--- config.mk ---
export PLATFORM = sky130hd
export DESIGN_NAME = result_stream_reader
export DESIGN_NICKNAME = d
export VERILOG_FILES = /design/src/rtl/result_stream_reader.sv
export SDC_FILE = /design/constraint.sdc
export NUM_CORES = 1
export LEC_CHECK = 0
export ABC_CLOCK_PERIOD_IN_PS = 5700
export CELL_PAD_IN_SITES_DETAIL_PLACEMENT = 1
export CELL_PAD_IN_SITES_GLOBAL_PLACEMENT = 2
export CORE_MARGIN = 1.5
export CORE_UTILIZATION = 46
export DETAILED_ROUTE_END_ITERATION = 16
export HOLD_SLACK_MARGIN = 0.06
export PLACE_DENSITY = 0.91
export SLEW_MARGIN = 20
export SYNTH_ARGS = -nofsm -noshare
export SYNTH_HDL_FRONTEND = slang
export SYNTH_SLANG_ARGS = --single-unit
--- constraint.sdc ---
create_clock -name clk -period 5.7 [get_ports clk]
set_clock_uncertainty 0.05 [all_clocks]
set_input_delay 1.14 -clock clk [delete_from_list [all_inputs] [get_ports clk]]
set_output_delay 1.14 -clock clk [all_outputs]
set_load 0.1 [all_outputs]
--- src/rtl/result_stream_reader.sv ---
// result_stream_reader: buffers up to DEPTH datapath results and streams them
// out in address order over a valid/ready interface once done_in arrives.
module result_stream_reader #(
    parameter int DATA_W = 32,
    parameter int DEPTH  = 8,
    parameter int ADDR_W = 3
) (
    input  logic              clk,
    input  logic              rst,
    input  logic              we,
    input  logic [ADDR_W-1:0] wr_addr,
    input  logic [DATA_W-1:0] wr_data,
    input  logic              done_in,
    input  logic [ADDR_W:0]   count_in,
    output logic [DATA_W-1:0] out_data,
    output logic              out_valid,
    input  logic              out_ready,
    output logic              out_last,
    output logic              busy,
    output logic              rd_done,
    output logic              wr_err
);
    localparam logic [1:0] IDLE     = 2'd0;
    localparam logic [1:0] PREFETCH = 2'd1;
    localparam logic [1:0] STREAM   = 2'd2;
    localparam logic [1:0] DONE     = 2'd3;
    localparam logic [ADDR_W:0] FULL = (ADDR_W+1)'(DEPTH);
    localparam logic [ADDR_W:0] ONE  = (ADDR_W+1)'(1);
    localparam logic [ADDR_W:0] TWO  = (ADDR_W+1)'(2);

    logic [1:0]        state;
    logic [DATA_W-1:0] mem [DEPTH];
    logic [ADDR_W:0]   n;
    logic [ADDR_W-1:0] idx;
    logic [ADDR_W-1:0] idx_nx;
    logic [ADDR_W:0]   idx_w;
    logic [ADDR_W:0]   n_sat;
    logic              last_xfer;

    assign busy      = state != IDLE;
    assign rd_done   = state == DONE;
    assign idx_w     = {1'b0, idx};
    assign idx_nx    = idx + ADDR_W'(1);
    assign n_sat     = (count_in > FULL) ? FULL : count_in;
    assign last_xfer = idx_w + ONE == n;

    always_ff @(posedge clk or negedge rst) begin
        if (!rst) begin
            state     <= IDLE;
            n         <= '0;
            idx       <= '0;
            out_data  <= '0;
            out_valid <= 1'b0;
            out_last  <= 1'b0;
            wr_err    <= 1'b0;
            for (int i = 0; i < DEPTH; i++) mem[i] <= '0;
        end else begin
            // writes are only legal while idle; anything else is dropped and flagged
            if (we && state != IDLE) wr_err <= 1'b1;
            case (state)
                IDLE: begin
                    if (we) mem[wr_addr] <= wr_data;
                    if (done_in) begin
                        n      <= n_sat;
                        idx    <= '0;
                        wr_err <= 1'b0;
                        state  <= (n_sat == '0) ? DONE : PREFETCH;
                    end
                end
                PREFETCH: begin
                    out_data  <= mem[0];
                    out_valid <= 1'b1;
                    out_last  <= n == ONE;
                    state     <= STREAM;
                end
                STREAM: begin
                    if (out_valid && out_ready) begin
                        if (last_xfer) begin
                            out_valid <= 1'b0;
                            out_last  <= 1'b0;
                            state     <= DONE;
                        end else begin
                            idx      <= idx_nx;
                            out_data <= mem[idx_nx];
                            out_last <= idx_w + TWO == n;
                        end
                    end
                end
                default: state <= IDLE;
            endcase
        end
    end
endmodule

==> results by group, run 1 <==
Power and ir drop
  • NetSw: 4520 uW
  • Sw frac: 42.02%
  • Seq pwr share: 35.5%
  • P_leak: 0.007149 uW
  • Overall power: 10760 uW
  • Int Power: 6236 uW
  • Clock power share: 18.6%
  • P per Cell Area: 653.4 nW/um^2
  • Maximum vdd drop: 379.0 uV
  • Comb power frac: 45.9%

Die
  • # rows: 64
  • Die outline width: 178.6 microns
  • Die Span Y: 178.6 microns
  • Ports: 81
  • Core Area: 30510 sq um
  • DIE AREA: 31910 sq um
  • Initial Util: 46.51%

Drt
  • Iter 0 DRT Violations: 453
  • Total number of vias: 9383
  • Pre-Repair DR Iteration Count: 4
  • # DRC: 0
  • Routed WL: 37.07 mm
  • Post-route antenna net violation count: 0
  • DR vias/cell: 6.061
  • Wire per inst: 23.95 microns

Logic synthesis
  • Avg Cell Area, Syn: 13.09 sq um
  • Syn Std Cell Area: 14190 sq um
  • Leading area contributor after synthesis: dfrtp_1
  • Flops & latches, synth: 300
  • Post-synth net total: 1135
  • Sequential area share after synthesis: 52.91%
  • Yosys warns: 0
  • Synth unique cells: 44
  • Post-synth top area share: 52.91%
  • Cell count after synthesis: 1084
  • Synth area leaders: dfrtp_1 53%, mux2_2 14%, mux2i_1 9.1%, mux2_1 6.9%, nand3_1 3.4%

Timing
  • Slew HR: 21.02%
  • Final hold vios: 0
  • Worst Tran Pin Value: 1185 ps
  • Unrepaired setup endpoints after global routing: no
  • Final setup TNS: 0 ps
  • Minimum clock period: 3819 ps
  • Fin. max-slew vios: 0
  • Peak Freq: 261.9 MHz
  • Final count of negative-setup-slack endpoints: 0
  • Hold_ws: 432.7 ps
  • Final period util: 66.99%

Global routing
  • First-pass GRT wire length: 59.44 mm
  • Largest net degree at the start of global routing: 133
  • Total Routing Usage GR: 24.20%
  • Antenna violations before repair: 1
  • Vias in the first global route: 10340
  • Congestion Overflow GR: 0

Clocking
  • Worst-Skew Late Latency: 560 ps
  • H-tree depth: 1
  • Num CTS Buffers: 31
  • Reg clk slew, reported paths: 60 ps
  • Post-CTS Hold Buffers: 0
  • Root Driver: clkbuf_16
  • Clk sink count: 300
  • Post-cts sizing count: 0
  • Setup Fix Bufs, Post-CTS: 0
  • Clock buffer depth: 3
  • TritonCTS clock tree: done

Hold path
  • HP Class: flop to flop
  • Hold path cells: 1

Place
  • IO buf count: 80
  • HPWL Detailed: 21.41 mm
  • GP Congestion: 0.7583

Final layout
  • Most frequent cells in the layout: 299 x dfrtp_1, 171 x mux2_2, 129 x mux2i_1, 97 x nand3_1, 87 x mux2_1
  • Fill cells: 2992
  • Core Util, Final: 53.96%
  • Area delta synth->final: 16.02%
  • Commonest non-fill, non-tap cell in the layout: dfrtp_1
  • Layout cells sized above 1: 22.42%
  • Total Nets Final: 1182

Run status
  • Status: complete, no violations

Worst setup path
  • Worst EP required: 4510 ps
  • Reg2Reg Depth: 6
  • Crit Path Max Fanout: 8
  • Worst setup EP type: primary output
  • Worst path arrival time: 2630 ps
  • Kind of critical path: flop to primary output
  • CP startpoint kind: flop

Run
  • Max-Cap Viols: 0
==> worst paths after layout <==
kind,slack [ps],end,start
worst max-delay path,1880,busy,state[0]$_DFFE_PN0P_
worst max register to register,2030,out_data[26]$_DFFE_PN0P_,idx[0]$_DFFE_PN0P_
worst min-delay path,430,mem[11]$_DFFE_PN0P_,mem[11]$_DFFE_PN0P_
min in group asynchronous,440,mem[24]$_DFFE_PN0P_,rst
max in group asynchronous,3880,mem[59]$_DFFE_PN0P_,rst
worst min register to register,430,mem[11]$_DFFE_PN0P_,mem[11]$_DFFE_PN0P_
==> cell type report <==
cell class / count / area (sq um) / share of cell area, %
Sequential cell: 300 / 7511 / 45.63
Multi-Input combinational cell: 689 / 6367 / 38.68
Timing Repair Buffer: 100 / 1041 / 6.324
Clock buffer: 46 / 942.2 / 5.723
Tap cell: 396 / 495.5 / 3.010
Clock inverter: 7 / 68.82 / 0.4180
Inverter: 9 / 33.78 / 0.2052
Antenna cell: 1 / 2.502 / 0.01520
==> per-layer routing <==
| metal | GRT usage (%) | share of wire (%) | up-vias |
|---|---|---|---|
| met2 | 41.02 | 49 | 177 |
| met1 | 32.83 | 46 | 5020 |
| met5 | 0 | 0 | - |
| met4 | 5.903 | 2.0 | 0 |
| met3 | 3.303 | 3.7 | 53 |
| li1 | - | - | 4133 |
==> state kept, by name (all words and copies together), names as in the netlist <==
name       cells
out_valid      1
out_data      32
state          2
n              4
out_last       1
mem          256
idx            3
wr_err         1
==> kinds of logic after synthesis <==
| family | count (synthesis) | synth area share [%] |
|---|---|---|
| mux | 387 | 29.58 |
| flops | 300 | 52.91 |
| simple gates | 171 | 6.976 |
| compound gates | 116 | 6.288 |
| buf+inv | 95 | 2.928 |
| xor+xnor | 8 | 0.7055 |
| fa+ha+maj | 7 | 0.6173 |
==> worst max-delay path: stages, from the launching register on <==
cell             delay (ps)
dfrtp_1                 410
inv_1                   100
ha_1                    340
inv_1                    90
clkdlybuf4s50_1        1130
==> cell usage after synthesis <==
| cell | number |
|---|---|
| buf_2 | 44 |
| xor2_2 | 1 |
| o221ai_1 | 2 |
| or3_1 | 3 |
| nand2b_1 | 8 |
| nor3_1 | 1 |
| xor3_1 | 1 |
| o32a_1 | 32 |
| nor4b_1 | 1 |
| a21oi_1 | 5 |
| and4_1 | 32 |
| a22o_1 | 1 |
| a22oi_1 | 1 |
| o21ai_0 | 3 |
| nand4b_1 | 1 |
| ha_1 | 7 |
| buf_4 | 1 |
| nor4_1 | 3 |
| buf_1 | 5 |
| o22ai_1 | 3 |
| mux2_1 | 87 |
| xnor2_1 | 1 |
| o22a_1 | 1 |
| nor2_1 | 11 |
| or2_1 | 1 |
| xnor2_2 | 1 |
| nand3_1 | 97 |
| mux2_2 | 171 |
| a21o_1 | 32 |
| and3_1 | 1 |
| mux2i_1 | 129 |
| nand3b_1 | 1 |
| xor2_1 | 4 |
| dfrtp_1 | 300 |
| nor3_2 | 1 |
| o211ai_1 | 3 |
| a31oi_1 | 32 |
| nor2b_1 | 1 |
| clkbuf_1 | 36 |
| a21boi_0 | 1 |
| nand4_1 | 1 |
| nand2_1 | 8 |
| inv_1 | 7 |
| inv_2 | 2 |
==> power groups by stage <==
stage / sequential, uW / combinational [uW] / clock, uW
6_report: 3820 / 4930 / 2000
5_1_grt: 3950 / 5250 / 2130
4_1_cts: 3820 / 4950 / 2050
3_5_place_dp: 3840 / 4900 / 0
3_3_place_gp: 3770 / 4730 / 0
2_1_floorplan: 4490 / 2830 / 0
==> metrics by stage <==
| step | area (sq um) | setup WS [ps] | cells |
|---|---|---|---|
| finish | 16460 | 1882 | 1548 |
| global placement | 15370 | 2028 | 1491 |
| global route | 16460 | 1784 | 1547 |
| CTS | 16430 | 1867 | 1546 |
| floorplan | 14190 | 3117 | 1084 |
| detailed placement | 15420 | 1982 | 1493 |
(Power assumes the default switching activity.)
==> run 2, diff against run 1 <==
--- a/config.mk
+++ b/config.mk
@@ -5,14 +5,14 @@
 export SDC_FILE = /design/constraint.sdc
 export NUM_CORES = 1
 export LEC_CHECK = 0
-export ABC_CLOCK_PERIOD_IN_PS = 5700
+export ABC_CLOCK_PERIOD_IN_PS = 3400
 export CELL_PAD_IN_SITES_DETAIL_PLACEMENT = 1
 export CELL_PAD_IN_SITES_GLOBAL_PLACEMENT = 2
 export CORE_MARGIN = 1.5
-export CORE_UTILIZATION = 46
+export CORE_UTILIZATION = 38
 export DETAILED_ROUTE_END_ITERATION = 16
 export HOLD_SLACK_MARGIN = 0.06
-export PLACE_DENSITY = 0.91
+export PLACE_DENSITY = 0.81
 export SLEW_MARGIN = 20
 export SYNTH_ARGS = -nofsm -noshare
 export SYNTH_HDL_FRONTEND = slang
==> constraint.sdc (replaced) <==
create_clock -name clk -period 3.4 [get_ports clk]
set_clock_uncertainty 0.05 [all_clocks]
set_input_delay 0.68 -clock clk [delete_from_list [all_inputs] [get_ports clk]]
set_output_delay 0.68 -clock clk [all_outputs]
set_load 0.1 [all_outputs]
==> run 2 against run 1 <==
- critical path depth grew 2
- routed wire length grew 1.9%
- sequential cell count is the same
- non-clock buffer count grew 14
- die area grew 21%
- clock power grew 82%
- sequential share of layout area shrank 0.67 points
- combinational power grew 68%
- count of clock-buffer cells in the layout grew 6
- hold slack lost 1.4 ps
- final cell count grew 5.9%
- sequential power grew 65%
- critical endpoint is now out_data[15]$_DFFE_PN0P_
==> results by group, run 2 (same netlist as run 1, synthesis figures left out) <==
Worst setup path
  • Worst EP required: 3800 ps (was 4510 ps)
  • CP startpoint kind: flop (unchanged)
  • Reg2Reg Depth: 6 (unchanged)
  • CP Buf/Inv Count: 1 (was 3)
  • Reg-to-reg endpoint: out_data[15]$_DFFE_PN0P_ (was out_data[26]$_DFFE_PN0P_)
  • Slowest stage delay, CP: 850 ps (was 1130 ps)
  • Worst path cell trace: ha_2 > xor3_1 > nor3_1 > a21oi_4 > buf_4 > o32a_1 (was inv_1 > ha_1 > inv_1 > clkdlybuf4s50_1)
  • Worst setup EP type: flop (was primary output)
  • Reg2reg setup slack: 520 ps (was 2030 ps)
  • Crit Path Max Fanout: 24 (was 8)
  • CP delay by family, top: compound AO/OA/AOI/OAI gates (was buffers and inverters)
  • Kind of critical path: flop to flop (was flop to primary output)
  • Crit path max-delay cell type: a21oi_4 (was clkdlybuf4s50_1)
  • Worst path arrival time: 3280 ps (was 2630 ps)
  • Reg2reg start: idx[0]$_DFFE_PN0P_ (unchanged)

Die
  • # rows: 70 (was 64)
  • Die Span Y: 196.2 microns (was 178.6 microns)
  • Core Area: 36700 sq um (was 30510 sq um)
  • Initial Util: 38.66% (was 46.51%)
  • Die outline width: 196.2 microns (was 178.6 microns)
  • DIE AREA: 38510 sq um (was 31910 sq um)
  • Ports: 81 (unchanged)

Hold path
  • Endpoint of the worst hold path: mem[10]$_DFFE_PN0P_ (was mem[11]$_DFFE_PN0P_)
  • HP Class: flop to flop (unchanged)
  • Min-delay src: mem[10]$_DFFE_PN0P_ (was mem[11]$_DFFE_PN0P_)
  • Hold path cells: 1 (unchanged)

Final layout
  • Most frequent cells in the layout: 299 x dfrtp_1, 171 x mux2_2, 129 x mux2i_1, 97 x nand3_1, 87 x mux2_1 (unchanged)
  • Max reg flops: 256 (unchanged)
  • Top reg by flops: mem (unchanged)
  • Total Nets Final: 1200 (was 1182)
  • Area delta synth->final: 17.75% (was 16.02%)
  • Largest registers: mem: 256 flops, out_data: 32 flops, n: 4 flops (unchanged)
  • Commonest non-fill, non-tap cell in the layout: dfrtp_1 (unchanged)
  • Layout cells sized above 1: 26.30% (was 22.42%)
  • Fill cells: 3747 (was 2992)

Power and ir drop
  • Int Power: 10700 uW (was 6236 uW)
  • Clock power share: 19.9% (was 18.6%)
  • NetSw: 7542 uW (was 4520 uW)
  • Maximum vdd drop: 664.8 uV (was 379.0 uV)
  • P_leak: 0.007304 uW (was 0.007149 uW)
  • Seq pwr share: 34.6% (was 35.5%)
  • Comb power frac: 45.5% (was 45.9%)
  • Sw frac: 41.34% (was 42.02%)
  • P per Cell Area: 1092 nW/um^2 (was 653.4 nW/um^2)
  • Overall power: 18240 uW (was 10760 uW)

Timing
  • Slew HR: 29.24% (was 21.02%)
  • Final count of negative-setup-slack endpoints: 0 (unchanged)
  • Final period util: 84.71%
  • Final setup TNS: 0 ps (unchanged)
  • Fin. max-slew vios: 0 (unchanged)
  • Final Worst Setup Slack: 519.8 ps (was 1882 ps)
  • Peak Freq: 347.2 MHz
  • Minimum clock period: 2880 ps
  • Worst Tran Pin Value: 1059 ps (was 1185 ps)
  • Unrepaired setup endpoints after global routing: no (unchanged)
  • Final hold vios: 0 (unchanged)

Drt
  • Pre-Repair DR Iteration Count: 4 (unchanged)
  • DR vias/cell: 5.664 (was 6.061)
  • Iter 0 DRT Violations: 445 (was 453)
  • Wire per inst: 23.02 microns (was 23.95 microns)
  • # DRC: 0 (unchanged)
  • Total number of vias: 9289 (was 9383)
  • Post-route antenna net violation count: 0 (unchanged)
  • Routed WL: 37.76 mm (was 37.07 mm)

Clocking
  • Root Driver: clkbuf_16 (unchanged)
  • TritonCTS clock tree: done (unchanged)
  • Num CTS Buffers: 35 (was 31)
  • Setup Fix Bufs, Post-CTS: 0 (unchanged)
  • Post-CTS Hold Buffers: 1 (was 0)
  • Worst-Skew Late Latency: 520 ps (was 560 ps)
  • Reg clk slew, reported paths: 60 ps (about the same)
  • Clk sink count: 300 (unchanged)
  • H-tree depth: 2 (was 1)
  • Clock buffer depth: 3 (unchanged)
  • Post-cts sizing count: 0 (unchanged)

Global routing
  • Largest net degree at the start of global routing: 130 (was 133)
  • First-pass GRT wire length: 61.25 mm (was 59.44 mm)
  • Vias in the first global route: 10380 (was 10340)
  • Antenna violations before repair: 2 (was 1)
  • Total Routing Usage GR: 20.38% (was 24.20%)
  • Congestion Overflow GR: 0 (unchanged)

Place
  • IO buf count: 80 (unchanged)
  • GP Congestion: 0.7445 (was 0.7583)
  • DP Worst Slack: 542.5 ps (was 1982 ps)
  • HPWL Detailed: 21.99 mm (was 21.41 mm)

Run
  • Max-Cap Viols: 0 (unchanged)

Run status
  • Status: complete, no violations (unchanged)
-- run 2: worst reg2reg max path: stages (launching register included) --
cell and delay (ps):
dfrtp_4 530, ha_2 300, xor3_1 470, nor3_1 110, a21oi_4 850, buf_4 340, o32a_1 180
-- run 2: worst max-delay path by stage --
stage / startpoint / endpoint / slack (ps) / depth (start not counted)
after CTS: idx[0]$_DFFE_PN0P_ / out_data[15]$_DFFE_PN0P_ / 550 / 6
after global routing: idx[0]$_DFFE_PN0P_ / out_data[15]$_DFFE_PN0P_ / 400 / 6
after floorplan: state[0]$_DFFE_PN0P_ / busy / 1280 / 4
after global placement: out_ready / out_data[9]$_DFFE_PN0P_ / 560 / 6
final: idx[0]$_DFFE_PN0P_ / out_data[15]$_DFFE_PN0P_ / 520 / 6
after detailed placement: out_ready / out_data[16]$_DFFE_PN0P_ / 540 / 6
-- run 2: through the flow --
step | utilization (%) | hold slack [ps] | std cells | instance area (sq um)
detailed placement | 42.50 | 426.6 | 1579 | 15600
finish | 45.53 | 431.3 | 1640 | 16710
CTS | 45.52 | 438.8 | 1639 | 16700
global route | 45.52 | 458.2 | 1639 | 16700
floorplan | - | 334.4 | 1084 | 14190
global placement | 42.50 | 416.2 | 1579 | 15600
-- run 2: final cells by class --
class                   instances  area (sq um)  share of cell area [%]
multi-input cells             689          6367                   38.11
clock inverters                 7         88.84                  0.5317
flip-flops and latches        300          7511                   44.96
diodes                          1         2.502                 0.01498
well taps                     468         585.6                   3.505
clock buffers                  52          1010                   6.044
repair buffers                114          1109                   6.635
inverters                       9         33.78                  0.2022
-- run 2: metal layers --
layer | track usage [%] | wire, microns | vias to the layer above
li1 | - | - | 4161
met4 | 5.185 | 651 | 2
met3 | 3.266 | 1619 | 54
met5 | 0 | 12 | -
met1 | 28.30 | 17580 | 4899
met2 | 33.27 | 17890 | 173
-- run 2: power groups by stage --
stage               Combinational [uW]  Sequential (uW)  Clock [uW]
finish                            8300             6310        3630
global route                      8920             6540        3900
CTS                               8360             6320        3750
detailed placement                8310             6360           0
global placement                  8120             6260           0
floorplan                         4750             7530           0
